<file path="src/rtl/sy_ptw_pte_fetch.sv">
`default_nettype none
// +------------------------------------------------------------------------+
// | sy_ptw_pte_fetch : single-outstanding 64-bit PTE read responder.        |
// | Optional PTE buffer enabled by `define SY_PTW_PTE_BUF_EN.               |
// | Rev 1.0                                                                 |
// +------------------------------------------------------------------------+
module sy_ptw_pte_fetch #(
  parameter int PADDR_W         = 56,
  parameter int TIMEOUT_CYC     = 255,
  parameter int PTE_BUF_ENTRIES = 4
) (
  input  logic               clk_i,
  input  logic               rst_ni,
  input  logic               flush_i,
  input  logic               ptw_kill_i,
  input  logic               flush_tlb_i,
  input  logic               ptw_req_valid_i,
  output logic               ptw_req_ready_o,
  input  logic [PADDR_W-1:0] ptw_req_paddr_i,
  output logic               ptw_rsp_valid_o,
  output logic [63:0]        ptw_rsp_data_o,
  output logic               ptw_rsp_err_o,
  output logic               mem_ar_valid_o,
  input  logic               mem_ar_ready_i,
  output logic [PADDR_W-1:0] mem_ar_addr_o,
  input  logic               mem_r_valid_i,
  output logic               mem_r_ready_o,
  input  logic [63:0]        mem_r_data_i,
  input  logic               mem_r_err_i
);

  localparam int TAG_W = PADDR_W - 3;
  localparam int CNT_W = (TIMEOUT_CYC > 0) ? $clog2(TIMEOUT_CYC + 1) : 1;
  localparam logic [CNT_W:0] TMO_LIM = (CNT_W+1)'(TIMEOUT_CYC);

  typedef enum logic [1:0] {
    ST_IDLE  = 2'd0,
    ST_ADDR  = 2'd1,
    ST_DATA  = 2'd2,
    ST_DRAIN = 2'd3
  } state_e;

  state_e             state_q, state_d;
  logic [TAG_W-1:0]   addr_q, addr_d;
  logic               kill_seen_q, kill_seen_d;
  logic [CNT_W-1:0]   tmo_cnt_q, tmo_cnt_d;
  logic               rsp_valid_q, rsp_valid_d;
  logic [63:0]        rsp_data_q, rsp_data_d;
  logic               rsp_err_q, rsp_err_d;

  logic               kill;
  logic [CNT_W:0]     tmo_inc;
  logic               tmo_hit;
  logic               buf_hit;
  logic [63:0]        buf_hit_data;

  assign kill    = flush_i | ptw_kill_i;
  assign tmo_inc = {1'b0, tmo_cnt_q} + {{CNT_W{1'b0}}, 1'b1};
  assign tmo_hit = (TIMEOUT_CYC != 0) && (tmo_inc == TMO_LIM);

  assign ptw_rsp_valid_o = rsp_valid_q;
  assign ptw_rsp_data_o  = rsp_data_q;
  assign ptw_rsp_err_o   = rsp_err_q;
  assign mem_ar_addr_o   = {addr_q, 3'b000};

`ifdef SY_PTW_PTE_BUF_EN
  localparam int PTR_W = (PTE_BUF_ENTRIES > 1) ? $clog2(PTE_BUF_ENTRIES) : 1;
  localparam logic [PTR_W-1:0] LAST_IDX = PTR_W'(PTE_BUF_ENTRIES - 1);

  logic [PTE_BUF_ENTRIES-1:0] buf_vld_q, buf_vld_d;
  logic [TAG_W-1:0]           buf_tag_q  [PTE_BUF_ENTRIES];
  logic [63:0]                buf_data_q [PTE_BUF_ENTRIES];
  logic [PTR_W-1:0]           rr_ptr_q, rr_ptr_d;
  logic                       buf_fill;

  // Killed, erroring or sfence-coincident beats never enter the buffer.
  assign buf_fill = (state_q == ST_DATA) & mem_r_valid_i & ~kill & ~mem_r_err_i & ~flush_tlb_i;

  always_comb begin
    buf_hit      = 1'b0;
    buf_hit_data = '0;
    for (int i = 0; i < PTE_BUF_ENTRIES; i++) begin
      if (!flush_tlb_i && buf_vld_q[i] && (buf_tag_q[i] == ptw_req_paddr_i[PADDR_W-1:3])) begin
        buf_hit      = 1'b1;
        buf_hit_data = buf_data_q[i];
      end
    end
  end

  always_comb begin
    buf_vld_d = buf_vld_q;
    rr_ptr_d  = rr_ptr_q;
    if (flush_tlb_i) begin
      buf_vld_d = '0;
    end else if (buf_fill) begin
      buf_vld_d[rr_ptr_q] = 1'b1;
      rr_ptr_d = (rr_ptr_q == LAST_IDX) ? '0 : rr_ptr_q + PTR_W'(1);
    end
  end

  always_ff @(posedge clk_i or negedge rst_ni) begin
    if (!rst_ni) begin
      buf_vld_q <= '0;
      rr_ptr_q  <= '0;
      for (int i = 0; i < PTE_BUF_ENTRIES; i++) begin
        buf_tag_q[i]  <= '0;
        buf_data_q[i] <= '0;
      end
    end else begin
      buf_vld_q <= buf_vld_d;
      rr_ptr_q  <= rr_ptr_d;
      if (buf_fill) begin
        buf_tag_q[rr_ptr_q]  <= addr_q;
        buf_data_q[rr_ptr_q] <= mem_r_data_i;
      end
    end
  end
`else
  logic unused_flush_tlb;

  assign unused_flush_tlb = flush_tlb_i;
  assign buf_hit          = 1'b0;
  assign buf_hit_data     = '0;
`endif

  always_comb begin
    state_d         = state_q;
    addr_d          = addr_q;
    kill_seen_d     = kill_seen_q;
    tmo_cnt_d       = tmo_cnt_q;
    rsp_valid_d     = 1'b0;
    rsp_data_d      = rsp_data_q;
    rsp_err_d       = rsp_err_q;
    ptw_req_ready_o = 1'b0;
    mem_ar_valid_o  = 1'b0;
    mem_r_ready_o   = 1'b0;

    case (state_q)
      ST_IDLE: begin
        ptw_req_ready_o = ~kill;
        if (ptw_req_valid_i && !kill) begin
          if (ptw_req_paddr_i[2:0] != 3'b000) begin
            rsp_valid_d = 1'b1;
            rsp_data_d  = '0;
            rsp_err_d   = 1'b1;
          end else if (buf_hit) begin
            rsp_valid_d = 1'b1;
            rsp_data_d  = buf_hit_data;
            rsp_err_d   = 1'b0;
          end else begin
            addr_d      = ptw_req_paddr_i[PADDR_W-1:3];
            kill_seen_d = 1'b0;
            state_d     = ST_ADDR;
          end
        end
      end

      ST_ADDR: begin
        // The address phase cannot be withdrawn, so a kill is remembered and
        // the eventual beat is drained instead.
        mem_ar_valid_o = 1'b1;
        kill_seen_d    = kill_seen_q | kill;
        if (mem_ar_ready_i) begin
          tmo_cnt_d = '0;
          state_d   = (kill_seen_q || kill) ? ST_DRAIN : ST_DATA;
        end
      end

      ST_DATA: begin
        mem_r_ready_o = 1'b1;
        if (mem_r_valid_i) begin
          state_d = ST_IDLE;
          if (!kill) begin
            rsp_valid_d = 1'b1;
            rsp_data_d  = mem_r_data_i;
            rsp_err_d   = mem_r_err_i;
          end
        end else if (kill) begin
          state_d = ST_DRAIN;
        end else begin
          if (tmo_cnt_q != {CNT_W{1'b1}}) begin
            tmo_cnt_d = tmo_inc[CNT_W-1:0];
          end
          if (tmo_hit) begin
            rsp_valid_d = 1'b1;
            rsp_data_d  = '0;
            rsp_err_d   = 1'b1;
            state_d     = ST_DRAIN;
          end
        end
      end

      ST_DRAIN: begin
        mem_r_ready_o = 1'b1;
        if (mem_r_valid_i) begin
          state_d = ST_IDLE;
        end
      end

      default: state_d = ST_IDLE;
    endcase
  end

  always_ff @(posedge clk_i or negedge rst_ni) begin
    if (!rst_ni) begin
      state_q     <= ST_IDLE;
      addr_q      <= '0;
      kill_seen_q <= 1'b0;
      tmo_cnt_q   <= '0;
      rsp_valid_q <= 1'b0;
      rsp_data_q  <= '0;
      rsp_err_q   <= 1'b0;
    end else begin
      state_q     <= state_d;
      addr_q      <= addr_d;
      kill_seen_q <= kill_seen_d;
      tmo_cnt_q   <= tmo_cnt_d;
      rsp_valid_q <= rsp_valid_d;
      rsp_data_q  <= rsp_data_d;
      rsp_err_q   <= rsp_err_d;
    end
  end

endmodule
`default_nettype wire

</file>
<file path="config.mk">
export PLATFORM = sky130hd
export DESIGN_NAME = sy_ptw_pte_fetch
export DESIGN_NICKNAME = d
export VERILOG_FILES = /design/src/rtl/sy_ptw_pte_fetch.sv
export SDC_FILE = /design/constraint.sdc
export NUM_CORES = 1
export LEC_CHECK = 0
export BUFFER_PORTS_ARGS = -buffer_cell sky130_fd_sc_hd__buf_2
export CAP_MARGIN = 10
export CORE_ASPECT_RATIO = 0.7
export CORE_MARGIN = 5
export CORE_UTILIZATION = 45
export CTS_CLUSTER_SIZE = 24
export DETAILED_ROUTE_END_ITERATION = 10
export PLACE_DENSITY_LB_ADDON = 0.2
export SLEW_MARGIN = 5
export SYNTH_ARGS = -nofsm -noshare
export SYNTH_HDL_FRONTEND = slang
export SYNTH_SLANG_ARGS = --single-unit
</file>
<file path="constraint.sdc">
create_clock -name clk_i -period 5.3 [get_ports clk_i]
set_input_delay 0.795 -clock clk_i [delete_from_list [all_inputs] [get_ports clk_i]]
set_output_delay 0.795 -clock clk_i [all_outputs]
set_load 0.02 [all_outputs]
</file>
==> results of run 1 <==
## metrics by stage
step / setup WS, ns / util, % / hold slack [ns] / power [W] / instance area, sq um
2_1_floorplan: 3.165 / - / 0.4387 / 0.002013 / 5991
3_3_place_gp: 2.412 / 55.44 / 0.4577 / 0.002362 / 7259
3_5_place_dp: 2.326 / 55.44 / 0.4569 / 0.002403 / 7259
4_1_cts: 2.574 / 60.45 / 0.4693 / 0.003718 / 7915
5_1_grt: 2.395 / 60.45 / 0.5132 / 0.003878 / 7915
6_report: 2.599 / 60.45 / 0.4645 / 0.003673 / 7915
## metal layers
| layer | GRT usage (%) | vias to the layer above | part of all wire, % |
|---|---|---|---|
| met3 | 6.349 | 26 | 7.7 |
| met1 | 26.90 | 2534 | 41 |
| li1 | - | 2447 | - |
| met5 | 0 | - | 0 |
| met4 | 7.053 | 0 | 2.0 |
| met2 | 33.43 | 189 | 49 |
## critical path: cells and delay by family (launching register included)
kind,cells,cell delay [ns]
AO/OA/AOI/OAI,5,1.19
flip-flops,1,0.43
adder cells (fa/ha/maj),1,0.36
buffers and inverters,1,0.55
## cells by family after synthesis
group | after synthesis | share of synthesized area (%)
AND/OR/NAND/NOR | 231 | 18.65
flip-flops | 130 | 54.37
AO/OA/AOI/OAI | 94 | 11.42
buffers and inverters | 55 | 4.789
multiplexers | 54 | 10.14
adder cells (fa/ha/maj) | 2 | 0.4182
other | 1 | 0.06268
XOR/XNOR | 1 | 0.1464
## state kept, by name, summed over array words and instances, names as in the netlist
| name | count |
|---|---|
| ptw_rsp_data_o | 64 |
| addr_q | 53 |
| tmo_cnt_q | 8 |
| state_q | 2 |
| kill_seen_q | 1 |
| ptw_rsp_err_o | 1 |
| ptw_rsp_valid_o | 1 |
## worst max path at each step
stage                        from                 end  cells after the start
floorplan              ptw_kill_i  ptw_rsp_data_o[20]                      7
global placement    mem_r_valid_i       ptw_rsp_err_o                      7
detailed placement  mem_r_valid_i       ptw_rsp_err_o                      7
CTS                  tmo_cnt_q[0]       ptw_rsp_err_o                      7
global route         tmo_cnt_q[0]       ptw_rsp_err_o                      7
finish               tmo_cnt_q[0]       ptw_rsp_err_o                      7
## power groups by stage
stage               sequential, W  clock [W]  combinational (W)
global placement          0.00135          0            0.00101
floorplan                 0.00160          0           0.000410
global route              0.00138    0.00138            0.00112
CTS                       0.00135    0.00133            0.00104
finish                    0.00135    0.00130            0.00102
detailed placement        0.00137          0            0.00104
## area by class of cell
type	count	share of cell area (%)
Sequential cell	130	41.10
Multi-Input combinational cell	385	31.17
Timing Repair Buffer	257	16.53
Clock buffer	18	5.422
Clock inverter	14	2.861
Tap cell	166	2.624
Inverter	6	0.2845
## cells in the mapped netlist (2+ instances only)
| master | n | area, sq um |
|---|---|---|
| buf_1 | 3 | 11.26 |
| nor2_1 | 6 | 22.52 |
| inv_1 | 6 | 22.52 |
| dfrtp_1 | 130 | 3253 |
| clkbuf_1 | 17 | 63.81 |
| mux2_2 | 44 | 495.5 |
| mux2_1 | 9 | 101.4 |
| o211ai_1 | 2 | 15.01 |
| buf_6 | 5 | 56.30 |
| nand4_1 | 2 | 12.51 |
| a21oi_1 | 4 | 20.02 |
| nand2_1 | 72 | 270.3 |
| o21ai_0 | 12 | 60.06 |
| a21o_1 | 64 | 480.5 |
| o31ai_1 | 5 | 37.54 |
| nand3_1 | 136 | 680.7 |
| ha_1 | 2 | 25.02 |
| nor2b_1 | 3 | 18.77 |
| a31oi_1 | 3 | 18.77 |
| nand3b_1 | 2 | 15.01 |
| buf_2 | 18 | 90.09 |
| nand3_2 | 2 | 20.02 |
| buf_4 | 5 | 37.54 |
==> impl_metrics.py, run 1 <==
metrics = {
    "worst_setup_path": {
        "cp-start-kind": "flip-flop",
        "r2r_cells": 7,
        "path_class": "flip-flop to flip-flop",
        "arrival_ns": 2.97,
        "crit_slowest_cell": "buf_4",
        "r2r-start": "tmo_cnt_q[0]",
        "reg2reg_slack_ns": 2.60,
        "path_cells": "ha_1 > a21oi_1 > o211ai_1 > o311ai_4 > a21oi_4 > buf_4 > a21oi_1",
        "crit_required_ns": 5.57,
        "critPathCaptureType": "flip-flop",
        "crit_fanout": 46,
        "rr_endpoint": "ptw_rsp_err_o",
        "path_common_cell": "a21oi_1",
        "worst_path_largest_cell_delay_ns": 0.55,
    },
    "route": {
        "vias": 5196,
        "routed_wl_mm": 16.26,
        "postRouteAntennaNets": 0,
        "routed_via_density": 5.324,
        "drt_first_pass_iters": 4,
        "drc": 0,
        "drtIter0Drc": 313,
        "routedWlPerCell_um": 16.66,
    },
    "logic_synthesis": {
        "synth-edff-count": 0,
        "async_flop_share_pct": 100.0,
        "synth.distinct_cells": 39,
        "syn_area_per_cell_sq_um": 10.53,
        "syn_inst": 568,
        "synth_ff_type": "dfrtp_1",
        "yosysWarnings": 0,
        "seq_area_frac_synth_pct": 54.37,
        "syn-cell-area_sq_mm": 0.005983,
        "ys_seq_elements": 130,
    },
    "finish": {
        "final_cell_mix": "248 x buf_2, 136 x nand3_1, 130 x dfrtp_1",
        "final_common_cell": "buf_2",
        "diodes": 0,
        "syn2layout_area_growth_pct": 32.29,
        "fin_nets": 928,
        "nFillCells": 1094,
        "layout-drive-gt1-share_pct": 41.73,
        "seqCellArea_sq_mm": 0.003253,
        "multi_input_area_sq_mm": 0.002467,
        "instances_no_fill": 976,
    },
    "global_routing": {
        "grt_max_degree": 83,
        "grt_remaining_overflow": 0,
        "grt_pass1_wl_mm": 26.48,
        "grt_usage_pct": 20.77,
        "antenna_found_initial": 0,
        "grt_pass1_vias": 5173,
    },
    "power": {
        "p_sw_share_pct": 33.40,
        "p_leak_nw": 3.954,
        "p_seq_share_pct": 36.8,
        "power_frac_comb_pct": 27.8,
        "p_sw_w": 0.001227,
        "internal-power_w": 0.002446,
        "vdd_drop_max_uv": 222.8,
        "p_per_area_mw_per_mm2": 464.1,
        "power_frac_clock_pct": 35.4,
    },
    "sta": {
        "worst_pin_slew_ns": 1.068,
        "period_needed_ns": 2.701,
        "finalHoldViolCount": 0,
        "skew_ns": 0.009601,
        "slew_viol_final": 0,
        "relSlewSlack_pct": 28.78,
        "finalCritPeriodShare_pct": 50.97,
        "fmax_mhz": 370.2,
        "setup_viol": 0,
        "rsz0062_at_grt": "false",
        "setup_tns_ns": 0,
    },
    "outcome": {
        "status": "finished clean",
    },
    "run": {
        "cap_violations": 0,
    },
    "floorplanning": {
        "start_util_pct": 45.70,
        "die_w_um": 147.8,
        "die_area_sq_mm": 0.01574,
        "io_pins": 254,
        "die_height_um": 106.5,
        "coreArea_sq_mm": 0.01309,
        "rows": 35,
    },
    "cts": {
        "cts_max_path_buffers": 2,
        "cts_post_setup_buffers_inserted": 0,
        "hold_buffers": 0,
        "post_cts_resized": 0,
        "clkLatencyLatePin_ns": 0.41,
        "cts_root_buffer": "clkbuf_16",
        "h-tree-depth": 4,
        "clock-sinks": 130,
        "cts_tree": "yes",
        "cts_made_buffers": 17,
        "path_clk_slew_ns": 0.06,
    },
    "place": {
        "portBuffers": 249,
        "place_congestion": 0.8095,
        "dp_cells": 944,
        "hpwl_mm": 11.10,
    },
    "min_path": {
        "hold_end": "kill_seen_q",
        "min_delay_path_depth": 2,
        "hold_path_class": "flip-flop to flip-flop",
        "min_from": "kill_seen_q",
    },
}
No activity file was read; power rests on OpenSTA's default activity.
==> run 2: changes to the inputs <==
--- a/config.mk
+++ b/config.mk
@@ -5,11 +5,12 @@
 export SDC_FILE = /design/constraint.sdc
 export NUM_CORES = 1
 export LEC_CHECK = 0
+export ABC_AREA = 1
 export BUFFER_PORTS_ARGS = -buffer_cell sky130_fd_sc_hd__buf_2
 export CAP_MARGIN = 10
 export CORE_ASPECT_RATIO = 0.7
 export CORE_MARGIN = 5
-export CORE_UTILIZATION = 45
+export CORE_UTILIZATION = 43
 export CTS_CLUSTER_SIZE = 24
 export DETAILED_ROUTE_END_ITERATION = 10
 export PLACE_DENSITY_LB_ADDON = 0.2
==> constraint.sdc (replaced) <==
create_clock -name clk_i -period 2.4 [get_ports clk_i]
set_input_delay 0.36 -clock clk_i [delete_from_list [all_inputs] [get_ports clk_i]]
set_output_delay 0.36 -clock clk_i [all_outputs]
set_load 0.02 [all_outputs]
==> run 2 against run 1 <==
Compared with the run above:
- clock power grew 110%
- sequential power up 100%
- via count is 1.2% lower
- critical path type unchanged
- largest cell class unchanged
==> impl_metrics.py, run 2 <==
metrics = {
    "logic_synthesis": {
        "seq_area_frac_synth_pct": 55.10,
        "synth_ff_type": "dfrtp_1",
        "syn_inst": 658,
        "synth_common_cells": "225 x nand2_1, 130 x dfrtp_1, 80 x nor2_1, 74 x nand3_1, 53 x mux2_2",
        "syn-cell-area_sq_mm": 0.005904,
        "async_flop_share_pct": 100.0,
        "ys_seq_elements": 130,
        "synth-edff-count": 0,
        "yosysMostFrequentCell": "nand2_1",
        "synthTopCellsByArea": "dfrtp_1 55%, nand2_1 14%, mux2_2 10%, nand3_1 6.3%, nor2_1 5.1%",
        "yosysWarnings": 0,
        "syn_area_per_cell_sq_um": 8.973,
        "yosysTopAreaCellShare_pct": 55.10,
        "synth_top_cell_by_area": "dfrtp_1",
        "synth.distinct_cells": 25,
    },
    "worst_setup_path": {
        "reg2reg_slack_ns": 0.34,
        "cp-startpoint": "tmo_cnt_q[0]",
        "crit_required_ns": 2.74,
        "r2r_cells": 13,
        "arrival_ns": 2.40,
        "r2r-start": "tmo_cnt_q[0]",
        "crit_fanout": 28,
        "rr_endpoint": "ptw_rsp_data_o[42]",
        "path_class": "flip-flop to flip-flop",
        "cp-start-kind": "flip-flop",
        "critPathCaptureType": "flip-flop",
    },
    "sta": {
        "fmax_mhz": 484.7,
        "skew_ns": 0.01128,
        "setup_viol": 0,
        "slew_viol_final": 0,
        "finalHoldViolCount": 0,
        "rsz0062_at_grt": "false",
        "worst_pin_slew_ns": 0.6891,
        "timing.final.ws_setup_ns": 0.3368,
        "period_needed_ns": 2.063,
        "relSlewSlack_pct": 54.06,
        "setup_tns_ns": 0,
        "finalCritPeriodShare_pct": 85.97,
    },
    "cts": {
        "cts_made_buffers": 17,
        "clock-sinks": 130,
        "cts_max_path_buffers": 2,
        "path_clk_slew_ns": 0.06,
        "cts_root_buffer": "clkbuf_16",
        "cts_tree": "yes",
        "post_cts_resized": 0,
        "cts_post_setup_buffers_inserted": 0,
        "h-tree-depth": 4,
        "hold_buffers": 1,
        "clkLatencyLatePin_ns": 0.41,
    },
    "global_routing": {
        "grt_max_degree": 66,
        "grt_pass1_wl_mm": 25.65,
        "grt_pass1_vias": 4986,
        "grt_remaining_overflow": 0,
        "antenna_found_initial": 0,
        "grt_usage_pct": 19.70,
    },
    "floorplanning": {
        "die_area_sq_mm": 0.01621,
        "start_util_pct": 44.35,
        "io_pins": 254,
        "die_height_um": 108.0,
        "die_w_um": 150.1,
        "rows": 35,
        "coreArea_sq_mm": 0.01331,
    },
    "place": {
        "portBuffers": 249,
        "dp_cells": 1061,
        "place_congestion": 0.7777,
        "hpwl_mm": 11.21,
        "pre_cts_ws_ns": 0.3584,
    },
    "run": {
        "cap_violations": 0,
    },
    "finish": {
        "final_cell_mix": "248 x buf_2, 222 x nand2_1, 130 x dfrtp_1",
        "final_util_pct": 59.54,
        "nFillCells": 1237,
        "syn2layout_area_growth_pct": 34.24,
        "fin_nets": 1027,
        "layout-drive-gt1-share_pct": 38.94,
        "instances_no_fill": 1094,
        "final_common_cell": "buf_2",
        "diodes": 0,
        "largest_reg_flops": 64,
        "seqCellArea_sq_mm": 0.003253,
        "multi_input_area_sq_mm": 0.002323,
    },
    "power": {
        "power_w": 0.006918,
        "vdd_drop_max_uv": 559.9,
        "p_sw_w": 0.002072,
        "internal-power_w": 0.004847,
        "p_sw_share_pct": 29.95,
        "p_seq_share_pct": 39.7,
        "p_leak_nw": 4.510,
        "p_per_area_mw_per_mm2": 872.8,
        "power_frac_comb_pct": 20.1,
        "power_frac_clock_pct": 40.2,
    },
    "route": {
        "routed_wl_mm": 16.15,
        "drt_first_pass_iters": 5,
        "drc": 0,
        "postRouteAntennaNets": 0,
        "drtIter0Drc": 188,
        "routedWlPerCell_um": 14.76,
        "routed_via_density": 4.693,
        "vias": 5134,
    },
    "min_path": {
        "hold_path_class": "input port to flip-flop",
        "min_from": "ptw_req_paddr_i[15]",
        "hold_end": "addr_q[12]",
        "min_delay_path_depth": 2,
    },
    "outcome": {
        "status": "finished clean",
    },
}
==> run 2: cell types whose count changed after synthesis, moves of 4 or more <==
cell / change
mux2_2: +9
o22ai_1: +4
o21ai_1: +5
nor2_1: +74
nand2_2: +4
inv_1: +16
nand3_1: -62
mux2_1: -9
nand2_1: +153
o31ai_1: -5
a21o_1: -64
buf_2: -5
o21ai_0: -8
a21oi_1: -4
==> run 2: logic make-up (layout without fill, tap and decap cells) <==
logic type,count (synthesis),count (layout),share of synthesized area [%]
compound gates,15,15,1.420
buf+inv,66,315,5.806
flops,130,130,55.10
simple gates,391,391,27.08
mux,53,53,10.11
other cells,1,3,0.06351
fa+ha+maj,2,2,0.4238
==> run 2: metrics by stage <==
stage	hold slack (ns)	instance area (sq um)
2_1_floorplan	0.06441	5912
3_3_place_gp	0.2157	7284
3_5_place_dp	0.2241	7284
4_1_cts	0.1646	7926
5_1_grt	0.1672	7926
6_report	0.1808	7926
==> run 2: worst max path at each step <==
stage                     depth (start not counted)                 end
after floorplan                                  13  ptw_rsp_data_o[10]
after global placement                           13  ptw_rsp_data_o[60]
after detailed placement                         13  ptw_rsp_data_o[42]
after CTS                                        13  ptw_rsp_data_o[42]
after global routing                             13   ptw_rsp_data_o[4]
final                                            13  ptw_rsp_data_o[42]
==> run 2: power groups by stage <==
stage                     Clock (W)  Combinational (W)  Sequential (W)
after floorplan                   0           0.000481         0.00313
after global placement            0            0.00140         0.00277
after detailed placement          0            0.00141         0.00278
after CTS                   0.00285            0.00142         0.00274
after global routing        0.00293            0.00153         0.00280
final                       0.00278            0.00139         0.00274
==> run 2: worst max-delay path: stages, from the launching register on <==
cell     delay (ns)
dfrtp_1        0.44
ha_1           0.27
nand3_1        0.14
nand2_1        0.06
nand2_1        0.09
nand3_1        0.08
nor2_1         0.11
nand2_2        0.08
nand2_2        0.06
nand2_2        0.07
nand2_2        0.09
buf_4          0.30
nand2_1        0.10
nand2_1        0.07
==> run 2: layout make-up <==
| cell class | count | share of cell area, % |
|---|---|---|
| Sequential cell | 130 | 41.04 |
| Multi-Input combinational cell | 464 | 29.31 |
| Timing Repair Buffer | 261 | 17.71 |
| Clock buffer | 18 | 5.414 |
| Tap cell | 185 | 2.920 |
| Clock inverter | 14 | 2.557 |
| Inverter | 22 | 1.042 |
==> run 2: metal layers <==
layer / GRT usage [%] / vias up / share of wire [%]
met5: 0 / - / 0
met2: 29.42 / 176 / 45
li1: - / 2573 / -
met4: 5.287 / 0 / 1.1
met3: 5.279 / 12 / 7.7
met1: 28.44 / 2373 / 46
==> run 3: changes to the inputs <==
--- a/config.mk
+++ b/config.mk
@@ -13,6 +13,7 @@
 export CORE_UTILIZATION = 43
 export CTS_CLUSTER_SIZE = 24
 export DETAILED_ROUTE_END_ITERATION = 10
+export MAX_ROUTING_LAYER = met4
 export PLACE_DENSITY_LB_ADDON = 0.2
 export SLEW_MARGIN = 5
 export SYNTH_ARGS = -nofsm -noshare
==> run 3 against run 2 <==
Compared with the run above:
- power is essentially flat
- wire length is essentially flat
- utilization is the same
- final area is the same
- global-route usage grew 0.66 points
- die area is the same
- worst setup slack gained 0.0013 ns
- critical path type unchanged
- highest routed layer unchanged
==> impl_metrics.py, run 3 (synthesis gave the netlist of run 2 again) <==
metrics = {
    "outcome": {
        "status": "finished clean",
    },
    "sta": {
        "finalHoldViolCount": 0,
        "finalCritPeriodShare_pct": 85.91,
        "slew_viol_final": 0,
        "period_needed_ns": 2.062,
        "setup_tns_ns": 0,
        "fmax_mhz": 485.0,
        "relSlewSlack_pct": 54.03,
        "skew_ns": 0.01256,
        "rsz0062_at_grt": "false",
        "setup_viol": 0,
        "worst_pin_slew_ns": 0.6896,
    },
    "floorplanning": {
        "start_util_pct": 44.35,
        "rows": 35,
        "io_pins": 254,
        "die_w_um": 150.1,
        "die_area_sq_mm": 0.01621,
        "coreArea_sq_mm": 0.01331,
        "die_height_um": 108.0,
    },
    "finish": {
        "largest_reg_flops": 64,
        "fin_nets": 1027,
        "multi_input_area_sq_mm": 0.002323,
        "final_util_pct": 59.54,
        "fin_area_sq_mm": 0.007926,
        "layout-drive-gt1-share_pct": 38.94,
        "final_common_cell": "buf_2",
        "seqCellArea_sq_mm": 0.003253,
        "syn2layout_area_growth_pct": 34.24,
        "final_cell_mix": "248 x buf_2, 222 x nand2_1, 130 x dfrtp_1",
        "diodes": 0,
        "nFillCells": 1237,
    },
    "min_path": {
        "min_from": "ptw_req_paddr_i[15]",
        "hold_path_class": "input port to flip-flop",
    },
    "cts": {
        "cts_post_setup_buffers_inserted": 0,
        "clkLatencyLatePin_ns": 0.41,
        "cts_root_buffer": "clkbuf_16",
        "cts_tree": "yes",
        "h-tree-depth": 4,
        "clock-sinks": 130,
        "cts_made_buffers": 17,
        "path_clk_slew_ns": 0.06,
        "cts_max_path_buffers": 2,
    },
    "worst_setup_path": {
        "critPathCaptureType": "flip-flop",
        "cp-startpoint": "tmo_cnt_q[0]",
        "crit_fanout": 28,
        "cp-start-kind": "flip-flop",
        "arrival_ns": 2.40,
        "r2r-start": "tmo_cnt_q[0]",
        "path_class": "flip-flop to flip-flop",
        "crit_required_ns": 2.74,
    },
    "route": {
        "routedWlPerCell_um": 14.76,
        "routed_via_density": 4.703,
        "drtIter0Drc": 203,
        "drc": 0,
        "postRouteAntennaNets": 0,
        "routed_wl_mm": 16.14,
        "vias": 5145,
        "drt_first_pass_iters": 5,
    },
    "global_routing": {
        "grt_pass1_wl_mm": 25.67,
        "grt_pass1_vias": 4978,
        "antenna_found_initial": 0,
        "grt_remaining_overflow": 0,
        "grt_max_degree": 66,
        "grt_usage_pct": 20.36,
    },
    "place": {
        "hpwl_mm": 11.21,
        "portBuffers": 249,
        "place_congestion": 0.7883,
        "placed_area_sq_mm": 0.007284,
    },
    "power": {
        "vdd_drop_max_uv": 557.9,
        "p_per_area_mw_per_mm2": 873.2,
        "p_leak_nw": 4.510,
        "power_w": 0.006921,
    },
    "run": {
        "cap_violations": 0,
    },
}
==> run 3: cell type report <==
| cell class | count | area share, % |
|---|---|---|
| timing repair buffer | 261 | 17.71 |
| inverter | 22 | 1.042 |
| clock buffer | 18 | 5.414 |
| multi-input combinational | 464 | 29.31 |
| sequential | 130 | 41.04 |
| tap | 185 | 2.920 |
| clock inverter | 14 | 2.557 |
==> run 3: worst paths after layout <==
path                                 endpoint  slack, ns  cells after the start
setup / recovery           ptw_rsp_data_o[42]       0.34                     13
setup reg to reg           ptw_rsp_data_o[42]       0.34                     13
hold reg to reg                   kill_seen_q       0.47                      2
hold / removal                     addr_q[12]       0.18                      2
max in group asynchronous          addr_q[47]       1.46                      3
min in group asynchronous  ptw_rsp_data_o[62]       0.34                      2
==> run 3: layer usage <==
| metal | part of all wire, % | vias up | wire length [um] | global-route usage [%] |
|---|---|---|---|---|
| met5 | 0 | - | 0 | - |
| met4 | 1.3 | 0 | 210 | 5.483 |
| met3 | 7.1 | 14 | 1150 | 4.692 |
| met2 | 45 | 184 | 7243 | 29.59 |
| met1 | 47 | 2376 | 7538 | 28.82 |
| li1 | - | 2571 | - | - |
==> run 3: per-stage QoR <==
step	instances	hold slack [ns]	setup slack, ns
floorplan	660	0.06441	0.6483
global placement	1061	0.2157	0.3989
detailed placement	1061	0.2241	0.3584
CTS	1094	0.1646	0.3390
global route	1094	0.1662	0.1119
finish	1094	0.1815	0.3381
==> run 3: what timing repair did <==
item,4_1_cts,5_1_grt
gates resized for setup,0,0
endpoints found under the hold margin,9,0
hold buffers,1,0
==> run 3: critical path, cell delays in order, from the launching register on <==
cell	delay [ns]
dfrtp_1	0.44
ha_1	0.27
nand3_1	0.14
nand2_1	0.06
nand2_1	0.09
nand3_1	0.08
nor2_1	0.11
nand2_2	0.08
nand2_2	0.06
nand2_2	0.07
nand2_2	0.09
buf_4	0.31
nand2_1	0.10
nand2_1	0.07
==> run 3: where the power goes <==
part / switching (W) / internal (W) / leakage [nW]
clock: 0.00102 / 0.00176 / 0.299
sequential: 0.000203 / 0.00254 / 1.74
combinational: 0.000847 / 0.000547 / 2.47
